`src/rtl/mem_arbiter.sv`:
```
// ---------------------------------------------------------------------------
// mem_arbiter
//
// Shares one single-port RAM between the instruction fetch path (read only)
// and the data path (read/write). Data requests normally win arbitration,
// but a starvation counter hands the RAM to a waiting instruction fetch
// after STARVE_MAX consecutive data grants. A watchdog completes any access
// the RAM never acknowledges, so neither requester can hang.
//
// Every access runs IDLE -> I_ACC/D_ACC -> IDLE. The RAM address, write
// data and write flag come only from registers captured at the grant edge,
// so requester activity during an access cannot disturb it.
//
// Ports
//   CLK, RST         clock (rising edge), synchronous active-high reset
//   iREN, iaddr      instruction read request and address
//   iwait, iload     instruction stall (low on completion cycle) and data
//   dREN, dWEN       data read / write request (both high = write)
//   daddr, dstore    data address and write value
//   dwait, dload     data stall (low on completion cycle) and read data
//   ramREN, ramWEN   RAM read / write strobes
//   ramaddr,ramstore RAM address and write data
//   ramload          RAM read data
//   ram_ready        RAM finished the access this cycle
//   err              one-cycle pulse when an access completes by timeout
// ---------------------------------------------------------------------------
module mem_arbiter #(
  parameter int                ADDR_W      = 32,
  parameter int                DATA_W      = 32,
  parameter int                STARVE_MAX  = 4,
  parameter int                TIMEOUT_CYC = 64,
  parameter logic [DATA_W-1:0] ERR_WORD    = 32'hBAD1BAD1
) (
  input  logic              CLK,
  input  logic              RST,
  input  logic              iREN,
  input  logic [ADDR_W-1:0] iaddr,
  output logic              iwait,
  output logic [DATA_W-1:0] iload,
  input  logic              dREN,
  input  logic              dWEN,
  input  logic [ADDR_W-1:0] daddr,
  input  logic [DATA_W-1:0] dstore,
  output logic              dwait,
  output logic [DATA_W-1:0] dload,
  output logic              ramREN,
  output logic              ramWEN,
  output logic [ADDR_W-1:0] ramaddr,
  output logic [DATA_W-1:0] ramstore,
  input  logic [DATA_W-1:0] ramload,
  input  logic              ram_ready,
  output logic              err
);

  localparam int SC_W = (STARVE_MAX > 0) ? $clog2(STARVE_MAX + 1) : 1;
  localparam int TO_W = (TIMEOUT_CYC > 1) ? $clog2(TIMEOUT_CYC) : 1;

  localparam logic [SC_W-1:0] STARVE_LIM = SC_W'(STARVE_MAX);
  localparam logic [TO_W-1:0] TO_LAST    = TO_W'(TIMEOUT_CYC - 1);

  typedef enum logic [1:0] {
    IDLE  = 2'd0,
    I_ACC = 2'd1,
    D_ACC = 2'd2
  } state_e;

  state_e              state_q, state_d;
  logic [SC_W-1:0]     starve_cnt_q, starve_cnt_d;
  logic [TO_W-1:0]     to_cnt_q, to_cnt_d;
  logic [ADDR_W-1:0]   addr_q, addr_d;
  logic [DATA_W-1:0]   store_q, store_d;
  logic                write_q, write_d;

  logic                d_req;
  logic                in_acc;
  logic                to_hit;
  logic                done;
  logic                timeout;
  logic [DATA_W-1:0]   load_val;

  assign d_req   = dREN | dWEN;
  assign in_acc  = (state_q == I_ACC) || (state_q == D_ACC);
  assign to_hit  = (to_cnt_q == TO_LAST);
  // A ram_ready arriving on the watchdog's last cycle wins: it is a normal
  // completion and no error is flagged.
  assign done    = in_acc && (ram_ready || to_hit);
  assign timeout = in_acc && !ram_ready && to_hit;

  // State and latch registers.
  always_ff @(posedge CLK) begin
    if (RST) begin
      state_q      <= IDLE;
      starve_cnt_q <= '0;
      to_cnt_q     <= '0;
      addr_q       <= '0;
      store_q      <= '0;
      write_q      <= 1'b0;
    end else begin
      state_q      <= state_d;
      starve_cnt_q <= starve_cnt_d;
      to_cnt_q     <= to_cnt_d;
      addr_q       <= addr_d;
      store_q      <= store_d;
      write_q      <= write_d;
    end
  end

  // Arbitration, grant latching, starvation and watchdog counters.
  always_comb begin
    state_d      = state_q;
    starve_cnt_d = starve_cnt_q;
    to_cnt_d     = to_cnt_q;
    addr_d       = addr_q;
    store_d      = store_q;
    write_d      = write_q;

    unique case (state_q)
      IDLE: begin
        to_cnt_d = '0;
        if (d_req && (!iREN || (starve_cnt_q < STARVE_LIM))) begin
          state_d = D_ACC;
          addr_d  = daddr;
          store_d = dstore;
          write_d = dWEN;
          // Only count grants that actually made a fetch wait.
          if (iREN) begin
            starve_cnt_d = (starve_cnt_q == STARVE_LIM) ? STARVE_LIM
                                                        : starve_cnt_q + SC_W'(1);
          end else begin
            starve_cnt_d = '0;
          end
        end else if (iREN) begin
          state_d      = I_ACC;
          addr_d       = iaddr;
          store_d      = '0;
          write_d      = 1'b0;
          starve_cnt_d = '0;
        end else begin
          starve_cnt_d = '0;
        end
      end

      I_ACC, D_ACC: begin
        if (done) begin
          state_d  = IDLE;
          to_cnt_d = '0;
        end else begin
          to_cnt_d = to_cnt_q + TO_W'(1);
        end
      end

      default: begin
        state_d  = IDLE;
        to_cnt_d = '0;
      end
    endcase
  end

  // Requester and RAM outputs. Reset masks everything so an access cut off
  // by reset never reports a completion or an error.
  always_comb begin
    ramREN   = 1'b0;
    ramWEN   = 1'b0;
    ramaddr  = '0;
    ramstore = '0;
    iwait    = 1'b1;
    dwait    = 1'b1;
    iload    = '0;
    dload    = '0;
    err      = 1'b0;
    load_val = timeout ? ERR_WORD : ramload;

    if (!RST && in_acc) begin
      ramREN   = ~write_q;
      ramWEN   = write_q;
      ramaddr  = addr_q;
      ramstore = store_q;
      if (done) begin
        err = timeout;
        if (state_q == I_ACC) begin
          iwait = 1'b0;
          iload = load_val;
        end else begin
          dwait = 1'b0;
          dload = write_q ? '0 : load_val;
        end
      end
    end
  end

endmodule

```
`config.mk`:
```
export PLATFORM = sky130hd
export DESIGN_NAME = mem_arbiter
export DESIGN_NICKNAME = d
export VERILOG_FILES = /design/src/rtl/mem_arbiter.sv
export SDC_FILE = /design/constraint.sdc
export NUM_CORES = 1
export LEC_CHECK = 0
export BUFFER_PORTS_ARGS = -buffer_cell sky130_fd_sc_hd__buf_2
export CAP_MARGIN = 20
export CORE_MARGIN = 3
export CORE_UTILIZATION = 43
export DETAILED_ROUTE_END_ITERATION = 8
export PLACE_DENSITY = 0.81
export SLEW_MARGIN = 15
export SYNTH_ARGS = -nofsm -noshare
export SYNTH_HDL_FRONTEND = slang
export SYNTH_SLANG_ARGS = --single-unit
```
`constraint.sdc`:
```
create_clock -name CLK -period 2.4 [get_ports CLK]
set_clock_uncertainty 0.1 [all_clocks]
set_input_delay 0.12 -clock CLK [delete_from_list [all_inputs] [get_ports CLK]]
set_output_delay 0.12 -clock CLK [all_outputs]
set_load 0.05 [all_outputs]
```
# ---- Word-level counts from Yosys, hierarchy flattened
# Cells that the tools add are included.
dict set report word_totals {
  ff_bits 76
  in_bits 134
  elab_cells 68
}
dict set report op_classes {
  n_addsub 2
  n_lt_le_gt_ge 1
  eq_ne 6
  n_mux 33
  n_bitwise 3
  n_reduce_logical 17
}
# operator n
set op_table {}
lappend op_table {{2-to-1 mux 32 bit} 14}
lappend op_table {{2-to-1 mux 1 bit} 12}
lappend op_table {{2-to-1 mux 3 bit} 3}
lappend op_table {{adder 6 x 1 -> 6 bit (second input constant)} 1}
lappend op_table {{== test 6 bit (second input constant)} 1}
lappend op_table {{2-to-1 mux 2 bit} 3}
lappend op_table {{logical AND 1 bit} 5}
lappend op_table {{case mux 2 bit (2 select lines)} 1}
lappend op_table {{AND reduction 2 bit} 2}
lappend op_table {{adder 3 x 1 -> 3 bit (second input constant)} 1}
lappend op_table {{== test 3 bit (second input constant)} 1}
lappend op_table {{zero test 1 bit} 3}
lappend op_table {{logical OR 1 bit} 3}
lappend op_table {{less-than comparator 3 bit (second input constant)} 1}
lappend op_table {{!= test 3 bit (second input constant)} 1}
lappend op_table {{OR reduction 3 bit} 1}
lappend op_table {{== test 2 x 1 -> 1 bit (second input constant)} 1}
lappend op_table {{== test 2 bit (second input constant)} 1}
lappend op_table {{zero test 2 bit} 1}
lappend op_table {{!= test 2 bit (second input constant)} 1}
lappend op_table {{inverter 1 bit} 2}
lappend op_table {{nonzero test 2 bit} 1}
lappend op_table {{OR reduction 2 bit} 1}
lappend op_table {{bitwise OR 1 bit} 1}

# ---- Depth between registers and ports, before layout
dict set report logic_depth {
  word_depth 9
  mapped_depth 8
  depth_no_buf 6
}

# ---- Worst setup path after synthesis
# Ideal clock, no wire load.
dict set report synth_timing {
  kind {flip-flop to output port}
  start {register state_q[0]}
  end {output port dload[11]}
  t_arrival_ps 1976
  required_ps 2180
  slack_ps 204
  path_stages_with_launch 7
  path_buffers 1
  cell_sequence {dfxtp_1 > inv_1 > ha_1 > nor2b_1 > nor3b_2 > clkbuf_1 > o21a_1}
}
dict set report synth_between {
  elab_chain_cells 9
}
# element line_no
set synth_lines {}
lappend synth_lines {{from (decl)} 67} ;# state_e state_q, state_d;
lappend synth_lines {{from (signal assigned)} 99} ;# state_q <= state_d;
lappend synth_lines {{== test 2 x 1 -> 1 bit or == test 2 bit (tied branches)} {82, 180}}
lappend synth_lines {{logical OR 1 bit} 82} ;# assign in_acc = (state_q == I_ACC) || (state_q == D_ACC);
lappend synth_lines {{logical AND 1 bit (2 in series)} 87} ;# assign timeout = in_acc && !ram_ready && to_hit;
lappend synth_lines {{2-to-1 mux 32 bit} 171} ;# load_val = timeout ? ERR_WORD : ramload;
lappend synth_lines {{2-to-1 mux 32 bit} 185} ;# dload = write_q ? '0 : load_val;
lappend synth_lines {{2-to-1 mux 32 bit} 180} ;# if (state_q == I_ACC) begin
lappend synth_lines {{2-to-1 mux 32 bit} 178} ;# if (done) begin
lappend synth_lines {{2-to-1 mux 32 bit *} 173} ;# if (!RST && in_acc) begin
lappend synth_lines {{to (decl)} 45} ;# output logic [DATA_W-1:0] dload,
# Every way passes the cells marked *; elsewhere a longest branch is shown, timed or not.

# ---- Final worst setup path
dict set report layout_timing {
  start {register to_cnt_q[1]}
  end {output port iload[18]}
}
dict set report layout_between {
  elab_chain_cells 6
}
# element line_no
set layout_lines {}
lappend layout_lines {{from (decl)} 69} ;# logic [TO_W-1:0] to_cnt_q, to_cnt_d;
lappend layout_lines {{from (signal assigned)} 101} ;# to_cnt_q <= to_cnt_d;
lappend layout_lines {{== test 6 bit *} 83} ;# assign to_hit = (to_cnt_q == TO_LAST);
lappend layout_lines {{logical AND 1 bit} 87}
lappend layout_lines {{2-to-1 mux 32 bit} 171}
lappend layout_lines {{2-to-1 mux 32 bit} 180}
lappend layout_lines {{2-to-1 mux 32 bit *} 178}
lappend layout_lines {{2-to-1 mux 32 bit *} 173}
lappend layout_lines {{to (decl)} 39} ;# output logic [DATA_W-1:0] iload,
# Marks and branches as above.

==> results.toml <==
[status]
outcome = "finished, final reports clean"

[worst_setup_path]
cp_data_arrival_time_ns = 2.13
worstSetupEndpointType = "output port"
path_cells = "ha_4, and3_4, a31oi_4, buf_4, nor2_1, buf_6, and3_1, clkbuf_4"
path_max_fanout = 33
critical_path.slowest_cell = "dfxtp_2"
critPathLaunchType = "register"
cp_slowest_stage_delay_ns = 0.36
path_delay_family = "buffers and inverters"
worstSetupPathType = "reg2out"
worstPathRequired_ns = 2.18
critPathBufInv = 3

[final_layout]
stdcell_count = 873
n_fill_cell = 667
layout-drive-gt1-share_pct = 42.5
fin_nets = 898
areaGrowthSynthToFinish_pct = 61.4
multi_input_area_um2 = 2420
regArea_um2 = 1530
stdcell_area_um2 = 6540

[global_routing]
grt_usage_pct = 23.5
grt_pass1_wl_um = 20000
grt_max_degree = 65
antenna_found_initial = 1
grt_pass1_vias = 4259
grt_overflow = 0

[cts]
cts-root-buf = "clkbuf_8"
cts_inserted_buffers = 9
clock_sinks = 76
clk_latency_ns = 0.33
cts_tree = "yes"
path_clk_slew_ns = 0.08
cts.path.max_buffers = 2
cts-htree-levels = 3

[sta]
setup_viol = 0
rsz0062_at_grt = "yes"
post-route-min-period_ns = 2.35
hold_viol_final = 0
post-route-period-util_pct = 98.0
tns_ns = 0
holdWs_ns = 0.0193
final_max_slew_viol_count = 0
slew_headroom_pct = 63.4
worstMarginPinSlew_ns = 0.549
fmax_mhz = 425

[yosys]
synthDistinctLibCells = 34
avgSynthCellArea_um2 = 8.53
synth_top_area_share_pct = 37.6
yosys.area.top_type = "dfxtp_1"
yosys_warnings = 0
synthCells = 475
yosysMostFrequentCell = "dfxtp_1"
synth_nets = 614
synth_area_um2 = 4050
synth_commonest_cells = "dfxtp_1, nor2_1, and2_1"
synth_enable_flop_cells = 0
synth-seq-cells = 76
async_reset_ff_share_pct = 0
yosys-top-cells-area = "dfxtp_1, and2_1, mux2i_1"
yosysSeqAreaShare_pct = 37.6
yosys_most_used_dff = "dfxtp_1"

[power]
p_int_mw = 2.49
ir_worst_vdd_uv = 429
p_sw_mw = 1.15
comb_power_share_pct = 28.9
powerDensity_nw_per_um2 = 557
leakage_nw = 3.40
seqPwrFrac_pct = 40.5
power_frac_clock_pct = 30.7
swShare_pct = 31.6

[die]
rows = 34
num_io_pins = 267
start_util_pct = 45.4
die_area_um2 = 10600
die_width_um = 103
coreArea_um2 = 8930
die_y_um = 103

[route]
avgRoutedWirePerCell_um = 16.4
ant_nets = 0
drt-initial-drc-count = 184
drc = 0
totalWireLength_um = 14300
via_per_inst = 5.22
vias = 4557
drt_first_pass_iters = 4

[place]
placed_area_um2 = 5510
hpwl_um = 9610
port_buffers = 266
gp_congestion = 0.863
placedCellCount = 816

[flow_run]
cap_viol_max_count = 0

[hold_path]
hold_path.class = "in2reg"
==> metrics by stage <==
stage | setup slack, ns | util (%) | power [mW]
after floorplan | 0.204 | - | 2.14
after global placement | 0.372 | 61.7 | 2.42
after detailed placement | 0.268 | 61.7 | 2.46
after CTS | 0.000651 | 70.0 | 3.64
after global routing | -0.106 | 73.2 | 3.82
final | 0.0479 | 73.2 | 3.64
==> layout make-up <==
cell class	count	share of cell area, %
Multi-Input combinational cell	348	37.0
Tap cell	108	2.07
Clock buffer	12	2.53
Sequential cell	76	23.3
Timing Repair Buffer	319	33.6
Clock inverter	4	1.07
Inverter	5	0.287
Antenna cell	1	0.0383
==> layout by cell type (no fill, tap or decap), types with 7 or more instances in the layout <==
cell type	synthesis	routed
nor2_1	75	75
mux2i_1	32	32
and3_4	0	7
buf_4	5	17
o21a_1	36	36
a22oi_1	33	33
buf_6	0	27
a211oi_1	32	32
clkbuf_8	0	12
and2_1	66	66
buf_2	15	203
and3_1	29	23
dlygate4sd3_1	0	32
clkbuf_4	0	28
dfxtp_1	76	72
==> registers in the layout (all words and copies together) (netlist names) <==
register,cells
starve_cnt_q,3
write_q,1
store_q,32
addr_q,32
state_q,2
to_cnt_q,6
==> worst reg2reg max path, delay by kind of cell, from the launching register on <==
kind	cells	cell delay, ns
compound gates	1	0.12
buf+inv	2	0.32
flops	1	0.33
simple gates	2	0.55
fa+ha+maj	1	0.20
==> repair_timing <==
item / 4_1_cts / 5_1_grt
buffers inserted: 2 / 3
pin swaps: 1 / 9
hold buffers: 32 / 0
hold endpoints to repair: 32 / 0
cloned: 2 / 1
resized for setup: 44 / 77
setup endpoints to repair: 52 / 64
==> kinds of logic (layout without fill, tap and decap cells) <==
logic type                 count (synthesis)  in the layout  synth area share [%]
buffers and inverters                     51            340                  5.65
other                                      0              1                     0
AOI/OAI and AO/OA                        112            112                  20.8
and+or+nand+nor                          195            195                  25.6
adders and majority gates                  5              5                  1.54
DFF                                       76             76                  37.6
muxes                                     32             32                  7.91
xor gates and xnor gates                   4              4                 0.865
==> power by group through the flow <==
stage                     clock network [mW]  logic (mW)  registers [mW]
final                                   1.12        1.05            1.47
after global routing                    1.19        1.14            1.49
after CTS                               1.15        1.03            1.47
after detailed placement                   0       0.958            1.50
after global placement                     0       0.934            1.49
after floorplan                            0       0.662            1.48
==> layer usage <==
metal	wire length, um	track usage, %	up-vias	part of all wire, %
met3	1080	5.48	32	7.5
met2	7510	45.3	210	52
li1	-	-	2227	-
met1	5250	24.7	2088	37
met4	500	8.27	0	3.5
met5	0	0	-	0
==> path summary, 6_finish.rpt <==
path	from	end	slack, ns	cells past startpoint
worst min-delay path	iaddr[5]	addr_q[5]$_SDFFE_PP0P_	0.02	3
worst max register to register	state_q[0]$_SDFFE_PP0P_	starve_cnt_q[0]$_SDFFE_PP0P_	0.70	6
worst min register to register	to_cnt_q[0]$_SDFF_PP0_	to_cnt_q[0]$_SDFF_PP0_	0.34	1
worst max-delay path	to_cnt_q[1]$_SDFF_PP0_	iload[18]	0.05	8
Note: power is estimated with default switching activity, not from simulation.
